===== config.mk =====
export PLATFORM = sky130hd
export DESIGN_NAME = fifo_rd_ctrl_flat
export DESIGN_NICKNAME = d
export VERILOG_FILES = /design/src/rtl/fifo_rd_ctrl_if.sv /design/src/rtl/fifo_rd_ctrl.sv /design/src/flat_wrapper.sv
export SDC_FILE = /design/constraint.sdc
export NUM_CORES = 1
export LEC_CHECK = 0
export CAP_MARGIN = 20
export CORE_MARGIN = 2
export CORE_UTILIZATION = 48
export CTS_BUF_LIST = sky130_fd_sc_hd__clkbuf_8
export CTS_CLUSTER_SIZE = 10
export DETAILED_ROUTE_END_ITERATION = 6
export PLACE_DENSITY = 0.95
export SYNTH_ARGS = -nofsm -noshare
export SYNTH_HDL_FRONTEND = slang
export SYNTH_SLANG_ARGS = --single-unit

===== constraint.sdc =====
create_clock -name clk -period 3.6 [get_ports clk]
set_input_delay 0.72 -clock clk [delete_from_list [all_inputs] [get_ports clk]]
set_output_delay 0.72 -clock clk [all_outputs]
set_load 0.01 [all_outputs]

===== src/rtl/fifo_rd_ctrl_if.sv =====
// Bundle between the FIFO read controller, its FIFO and the shared-memory arbiter.
// master: the controller side; slave: the FIFO/arbiter environment side.
interface fifo_rd_ctrl_if #(
    parameter int FIFO_PTR   = 4,
    parameter int FIFO_WIDTH = 32
);
    logic                  empty;
    logic [FIFO_PTR:0]     data_avail;
    logic [FIFO_WIDTH-1:0] read_data;
    logic                  read_en;
    logic                  gnt;
    logic                  flush;
    logic                  req;
    logic [FIFO_WIDTH-1:0] req_data;
    logic                  busy;
    logic [15:0]           xfer_cnt;

    modport master (
        input  empty, data_avail, read_data, gnt, flush,
        output read_en, req, req_data, busy, xfer_cnt
    );

    modport slave (
        output empty, data_avail, read_data, gnt, flush,
        input  read_en, req, req_data, busy, xfer_cnt
    );
endinterface


===== src/rtl/fifo_rd_ctrl.sv =====
// FIFO read controller: pops one word at a time, holds it and presents it to the
// shared-memory arbiter until granted; inserts a one-cycle gap after BURST_MAX
// consecutive grants so other requesters get a turn.
//
// state | meaning
// IDLE  | waiting for the FIFO to become non-empty
// POP   | read_en high for this single cycle
// LOAD  | FIFO word valid on read_data, captured into the hold register
// REQ   | req high with the held word until gnt
// GAP   | forced one-cycle release after a full burst
module fifo_rd_ctrl #(
    parameter int FIFO_PTR   = 4,
    parameter int FIFO_WIDTH = 32,
    parameter int BURST_MAX  = 4
) (
    input  logic             clk,
    input  logic             rst_n,
    fifo_rd_ctrl_if.master   bus
);

    typedef enum logic [2:0] {
        S_IDLE = 3'd0,
        S_POP  = 3'd1,
        S_LOAD = 3'd2,
        S_REQ  = 3'd3,
        S_GAP  = 3'd4
    } state_t;

    localparam logic [3:0] BURST_LIM = 4'(BURST_MAX);

    state_t                state_q, state_d;
    logic [FIFO_WIDTH-1:0] hold_data_q, hold_data_d;
    logic [15:0]           xfer_cnt_q, xfer_cnt_d;
    logic [3:0]            burst_cnt_q, burst_cnt_d;
    logic [3:0]            burst_inc;

    // Occupancy is status only; it never steers the controller.
    logic [FIFO_PTR:0]     unused_data_avail;
    assign unused_data_avail = bus.data_avail;

    // State and datapath registers; reset clears everything without a clock.
    always_ff @(posedge clk or negedge rst_n) begin
        if (!rst_n) begin
            state_q     <= S_IDLE;
            hold_data_q <= '0;
            xfer_cnt_q  <= '0;
            burst_cnt_q <= '0;
        end else begin
            state_q     <= state_d;
            hold_data_q <= hold_data_d;
            xfer_cnt_q  <= xfer_cnt_d;
            burst_cnt_q <= burst_cnt_d;
        end
    end

    // Next-state logic; flush outranks everything, including a same-cycle grant.
    always_comb begin
        state_d     = state_q;
        hold_data_d = hold_data_q;
        xfer_cnt_d  = xfer_cnt_q;
        burst_cnt_d = burst_cnt_q;
        burst_inc   = burst_cnt_q + 4'd1;

        if (bus.flush) begin
            state_d     = S_IDLE;
            burst_cnt_d = '0;
        end else begin
            case (state_q)
                S_IDLE: begin
                    if (!bus.empty) begin
                        state_d = S_POP;
                    end
                end
                S_POP: begin
                    state_d = S_LOAD;
                end
                S_LOAD: begin
                    hold_data_d = bus.read_data;
                    state_d     = S_REQ;
                end
                S_REQ: begin
                    if (bus.gnt) begin
                        xfer_cnt_d = xfer_cnt_q + 16'd1;
                        if (burst_inc == BURST_LIM) begin
                            burst_cnt_d = '0;
                            state_d     = S_GAP;
                        end else if (!bus.empty) begin
                            burst_cnt_d = burst_inc;
                            state_d     = S_POP;
                        end else begin
                            burst_cnt_d = '0;
                            state_d     = S_IDLE;
                        end
                    end
                end
                S_GAP: begin
                    state_d = S_IDLE;
                end
                default: begin
                    state_d = S_IDLE;
                end
            endcase
        end
    end

    // Outputs are decoded from registered state or driven straight from flops.
    assign bus.read_en  = (state_q == S_POP);
    assign bus.req      = (state_q == S_REQ);
    assign bus.busy     = (state_q != S_IDLE);
    assign bus.req_data = hold_data_q;
    assign bus.xfer_cnt = xfer_cnt_q;

endmodule


===== src/flat_wrapper.sv =====
// flat-port wrapper written by rule: the top's interface ports become plain ports
module fifo_rd_ctrl_flat 
#(
    parameter int FIFO_PTR   = 4,
    parameter int FIFO_WIDTH = 32,
    parameter int BURST_MAX  = 4
)
  (clk, rst_n, bus_empty, bus_data_avail, bus_read_data, bus_gnt, bus_flush, bus_read_en, bus_req, bus_req_data, bus_busy, bus_xfer_cnt);
  fifo_rd_ctrl_if #(.FIFO_PTR(FIFO_PTR), .FIFO_WIDTH(FIFO_WIDTH)) bus_i ();
  input  logic clk;
  input  logic rst_n;
  input wire logic [$bits(bus_i.empty)-1:0] bus_empty;
  input wire logic [$bits(bus_i.data_avail)-1:0] bus_data_avail;
  input wire logic [$bits(bus_i.read_data)-1:0] bus_read_data;
  input wire logic [$bits(bus_i.gnt)-1:0] bus_gnt;
  input wire logic [$bits(bus_i.flush)-1:0] bus_flush;
  output wire logic [$bits(bus_i.read_en)-1:0] bus_read_en;
  output wire logic [$bits(bus_i.req)-1:0] bus_req;
  output wire logic [$bits(bus_i.req_data)-1:0] bus_req_data;
  output wire logic [$bits(bus_i.busy)-1:0] bus_busy;
  output wire logic [$bits(bus_i.xfer_cnt)-1:0] bus_xfer_cnt;
  assign bus_i.empty = bus_empty;
  assign bus_i.data_avail = bus_data_avail;
  assign bus_i.read_data = bus_read_data;
  assign bus_i.gnt = bus_gnt;
  assign bus_i.flush = bus_flush;
  assign bus_read_en = bus_i.read_en;
  assign bus_req = bus_i.req;
  assign bus_req_data = bus_i.req_data;
  assign bus_busy = bus_i.busy;
  assign bus_xfer_cnt = bus_i.xfer_cnt;
  fifo_rd_ctrl #(.FIFO_PTR(FIFO_PTR), .FIFO_WIDTH(FIFO_WIDTH), .BURST_MAX(BURST_MAX)) u_core (.clk(clk), .rst_n(rst_n), .bus(bus_i));
endmodule

# Yosys cells after proc, flatten, opt, wreduce, memory -nomap -nowiden
# Index checks and enable logic that the tools add are counted.
# totals
inputBits	42
regBits	55
wordCells	32
out_inout_bits	51
# classes
bitwise_logic	1
addsub	2
n_eq_ne	6
reduce_logical	8
n_mux	11
# op_table
op	count
$mux W4	5
$add A16 B1 Y16 const B	1
$mux W3	4
$pmux W3 S4	1
$eq A3 B2 Y1 const B	2
$ne A3 B3 Y1 const B	2
$reduce_and A2 Y1	3
$add A4 B1 Y4 const B	1
$eq A4 B3 Y1 const B	1
$reduce_bool A2 Y1	2
$eq A3 B1 Y1 const B	1
$logic_not A3 Y1	1
$reduce_and A3 Y1	1
$reduce_bool A3 Y1	1
$mux W1	1
$not A1 Y1	1

# Logic depth before layout (Yosys ltp)
# depth
ltp_word	6
depth_mapped	5
ltp_nobuf	5

# Worst setup path after synthesis
# Ideal clock, no wire load.
# synth_path
kind	input to register
start	input port bus_flush
end	register u_core.hold_data_q[10] (netlist: u_core.bus.req_data[10])
stages	5
slack_ps	1604
setup_time_ps	125
required_ps	3475
n_path_buf	2
arrival_time_ps	1871
path_cell_list	or2_1 buf_6 nor3b_4 buf_6 mux2_2
# synth_between
elab_chain_len	2
# synth_rtl
element	line	rtl
start: declaration	flat_wrapper.sv:16	input wire logic [$bits(bus_i.flush)-1:0] bus_flush;
$not A1 Y1 (no line)	-	
$reduce_and A2 Y1 (no line)	-	
end signal: assignment	fifo_rd_ctrl.sv:50	hold_data_q <= hold_data_d;
end: declaration	fifo_rd_ctrl.sv:32	logic [FIFO_WIDTH-1:0] hold_data_q, hold_data_d;
# Every way passes these cells.
# A chain may end at the register's enable or synchronous reset.

# Worst setup path in the final report
# layout_path
start	register u_core.state_q[1]
end	output port bus_busy
# layout_between
elab_chain_len	1
# layout_rtl
element	line	rtl
start: declaration	fifo_rd_ctrl.sv:31	state_t state_q, state_d;
start signal: assignment	fifo_rd_ctrl.sv:49	state_q <= state_d;
$reduce_bool A3 Y1	fifo_rd_ctrl.sv:109	assign bus.busy = (state_q != S_IDLE);
end: declaration	flat_wrapper.sv:20	output wire logic [$bits(bus_i.busy)-1:0] bus_busy;
# Every way passes these cells.

==> results.json <==
{
  "syn-num-nets": 220,
  "worst_clock_skew_ns": 0.00571,
  "cts_setup_buffers": 0,
  "synthArstFlopShare_pct": 100,
  "start_util_pct": 50.1,
  "layout.filler_cells": 350,
  "yosys_warnings": 0,
  "globalRouteMet1Util_pct": 21.6,
  "via_count_of_the_first_global_routing_pass": 1570,
  "post-route-min-period_ns": 2.51,
  "final_layout_size_suffix_gt1_share_pct": 18.0,
  "horizontal_die_dimension_um": 74.4,
  "worstSkewPairLatency_ns": 0.30,
  "finalCoreUtilization_pct": 71.3,
  "core_area_um2": 4750,
  "cts-root-buf": "clkbuf_8",
  "irDropWorstVdd_mv": 0.273,
  "holdPathStages": 1,
  "hold_viol_final": 0,
  "drt_pre_antenna_iters": 5,
  "crit_fanout": 10,
  "gr-usage-met3_pct": 4.88,
  "max-clock-path-buffers": 2,
  "numCtsBuffers": 5,
  "critPathCaptureType": "output port",
  "maximum_number_of_pins_on_one_net_before_global_route_repair": 42,
  "relSlewSlack_pct": 41.6,
  "max-cap-violations": 0,
  "r2r.worst_path.cells": 4,
  "cts_hold_buffers": 0,
  "grt_usage_pct": 17.5,
  "ff_latch_area_um2": 1380,
  "antenna_cells": 0,
  "leakage_nw": 1.44,
  "detailroute.via_count": 1685,
  "port_buffers": 87,
  "hold_class": "flop to flop",
  "hold_end": "u_core.bus.xfer_cnt[15]",
  "first_iter_violations": 46,
  "part_of_the_yosys_area_used_for_sequential_elements_pct": 57.8,
  "timing.critical_path.arrival_ns": 1.79,
  "top_usage_layer": "met2",
  "number_of_library_cell_types_mapped_by_synthesis": 33,
  "powerDensity_nw_per_um2": 571,
  "critPathLaunchType": "flop",
  "syn_avg_cell_area_um2": 13.6,
  "synthFlopType": "dfrtp_1",
  "grt_setup_unrepaired": "false",
  "clkSinkCount": 55,
  "place_hpwl_mm": 3.47,
  "antenna_left": 0,
  "vias_per_cell": 5.06,
  "die_height_um": 74.4,
  "worstReg2RegEnd": "u_core.bus.req_data[0]",
  "fmaxAchievable_mhz": 398,
  "slew_violations": 0,
  "ioPinCount": 93,
  "worstPathRequired_ns": 2.88,
  "hold_start": "u_core.bus.xfer_cnt[15]",
  "yosys_register_bits": 55,
  "routabilityCongestion": 0.808,
  "final-setup-viol-count": 0,
  "detail_route.wirelength_mm": 4.66,
  "synth_enable_flop_cells": 0,
  "drc_violations_left": 0,
  "nets": 310,
  "criticalPathCategory": "flop to output port",
  "count_of_mapped_cells_out_of_synthesis": 175,
  "grt_util_met2_pct": 29.7,
  "cts-resized-gates": 0,
  "num_rows": 25,
  "flop2flop_setup_slack_ns": 1.70,
  "tns_ns": 0,
  "synth.cell_area_um2": 2380,
  "critical_register_to_register_path_startpoint": "u_core.state_q[2]",
  "grt_first_pass_wirelength_mm": 7.33,
  "antenna_found_initial": 0,
  "outcome": "completed",
  "routed_wire_length_per_instance_um": 14.0,
  "cts_h_tree_depth": 2,
  "areaGrowthSynthToFinish_pct": 42.4,
  "cts_tree": "built",
  "tightestPinTransition_ns": 0.875,
  "clk_pin_slew_worst_paths_ns": 0.10,
  "combined_area_of_the_multi_input_logic_cells_um2": 935,
  "grt.overflow.total": 0,
  "timing.final.crit_share_pct": 69.9,
  "dieArea_um2": 5540
}
==> flip-flops by register name, summed over array words and instances (netlist names) <==
| signal | flops |
|---|---|
| u_core.burst_cnt_q | 4 |
| u_core.bus.req_data | 32 |
| u_core.bus.xfer_cnt | 16 |
| u_core.state_q | 3 |
==> kinds of logic (layout without fill, tap and decap cells) <==
| logic type | count (synthesis) | after routing | share of synthesized area, % |
|---|---|---|---|
| xor gates and xnor gates | 17 | 17 | 6.25 |
| muxes | 34 | 34 | 16.1 |
| buffers and inverters | 10 | 101 | 2.94 |
| DFF | 55 | 55 | 57.8 |
| and+or+nand+nor | 45 | 45 | 11.8 |
| adders and majority gates | 3 | 3 | 1.58 |
| AOI/OAI and AO/OA | 11 | 11 | 3.57 |
==> through the flow <==
step	instance area, µm²	power [W]	worst slack, ns	hold WS (ns)	instances
finish	3390	0.00194	1.09	0.473	333
global route	3390	0.00205	1.03	0.512	333
CTS	3390	0.00196	1.07	0.480	333
detailed placement	3290	0.00161	0.926	0.466	325
global placement	3290	0.00158	0.955	0.465	325
floorplan	2380	0.00117	1.60	0.424	175
==> cells in the final DEF, fill, tap and decap left out, types with 6 or more instances in the layout <==
cell	netlist	layout
clkdlybuf4s50_1	0	86
xnor2_1	12	12
dfrtp_1	55	55
clkbuf_8	0	6
mux2_2	33	33
nor2_1	7	7
nand2_1	9	9
nand3_1	7	7
==> worst max path at each step <==
stage	slack, ns	depth (start not counted)	endpoint	start
final	1.09	2	bus_busy	u_core.state_q[1]
after floorplan	1.60	5	u_core.bus.req_data[10]	bus_flush
after CTS	1.07	2	bus_busy	u_core.state_q[1]
after global routing	1.03	2	bus_busy	u_core.state_q[1]
after global placement	0.95	5	u_core.bus.req_data[0]	bus_flush
after detailed placement	0.93	5	u_core.bus.req_data[0]	bus_flush
==> where the power goes <==
group          switching, W  leakage, nW  internal, W  total (W)
Sequential        0.0000978        0.697     0.000788   0.000886
Combinational      0.000236        0.700     0.000460   0.000696
Clock              0.000196       0.0474     0.000157   0.000354
==> layout make-up <==
type                    count  share of cell area [%]
flip-flops and latches     55                    40.6
multi-input cells         110                    27.6
repair buffers             89                    26.0
well taps                  67                    2.47
clock buffers               6                    2.44
clock inverters             2                   0.480
inverters                   4                   0.443
==> worst max-delay path: stages (launching register included) <==
cell and delay [ns]:
dfrtp_1 0.49, or3_2 0.51, clkdlybuf4s50_1 0.50
==> cell usage after synthesis, types with 3 or more instances <==
library cell | instances | area, µm²
inv_1 | 4 | 15.0
nand3_1 | 7 | 35.0
nand4_1 | 5 | 31.3
nor2_1 | 7 | 26.3
xnor2_1 | 12 | 105
xor2_1 | 5 | 43.8
and3_1 | 5 | 31.3
dfrtp_1 | 55 | 1380
ha_1 | 3 | 37.5
a21oi_1 | 3 | 15.0
buf_6 | 4 | 45.0
mux2_2 | 33 | 372
nand2_1 | 9 | 33.8
==> per-layer routing <==
metal / vias up / share of wire, %
li1: 798 / -
met2: 64 / 49
met5: - / 0
met1: 817 / 43
met3: 6 / 6.8
met4: 0 / 1.1
(Power assumes the default switching activity.)
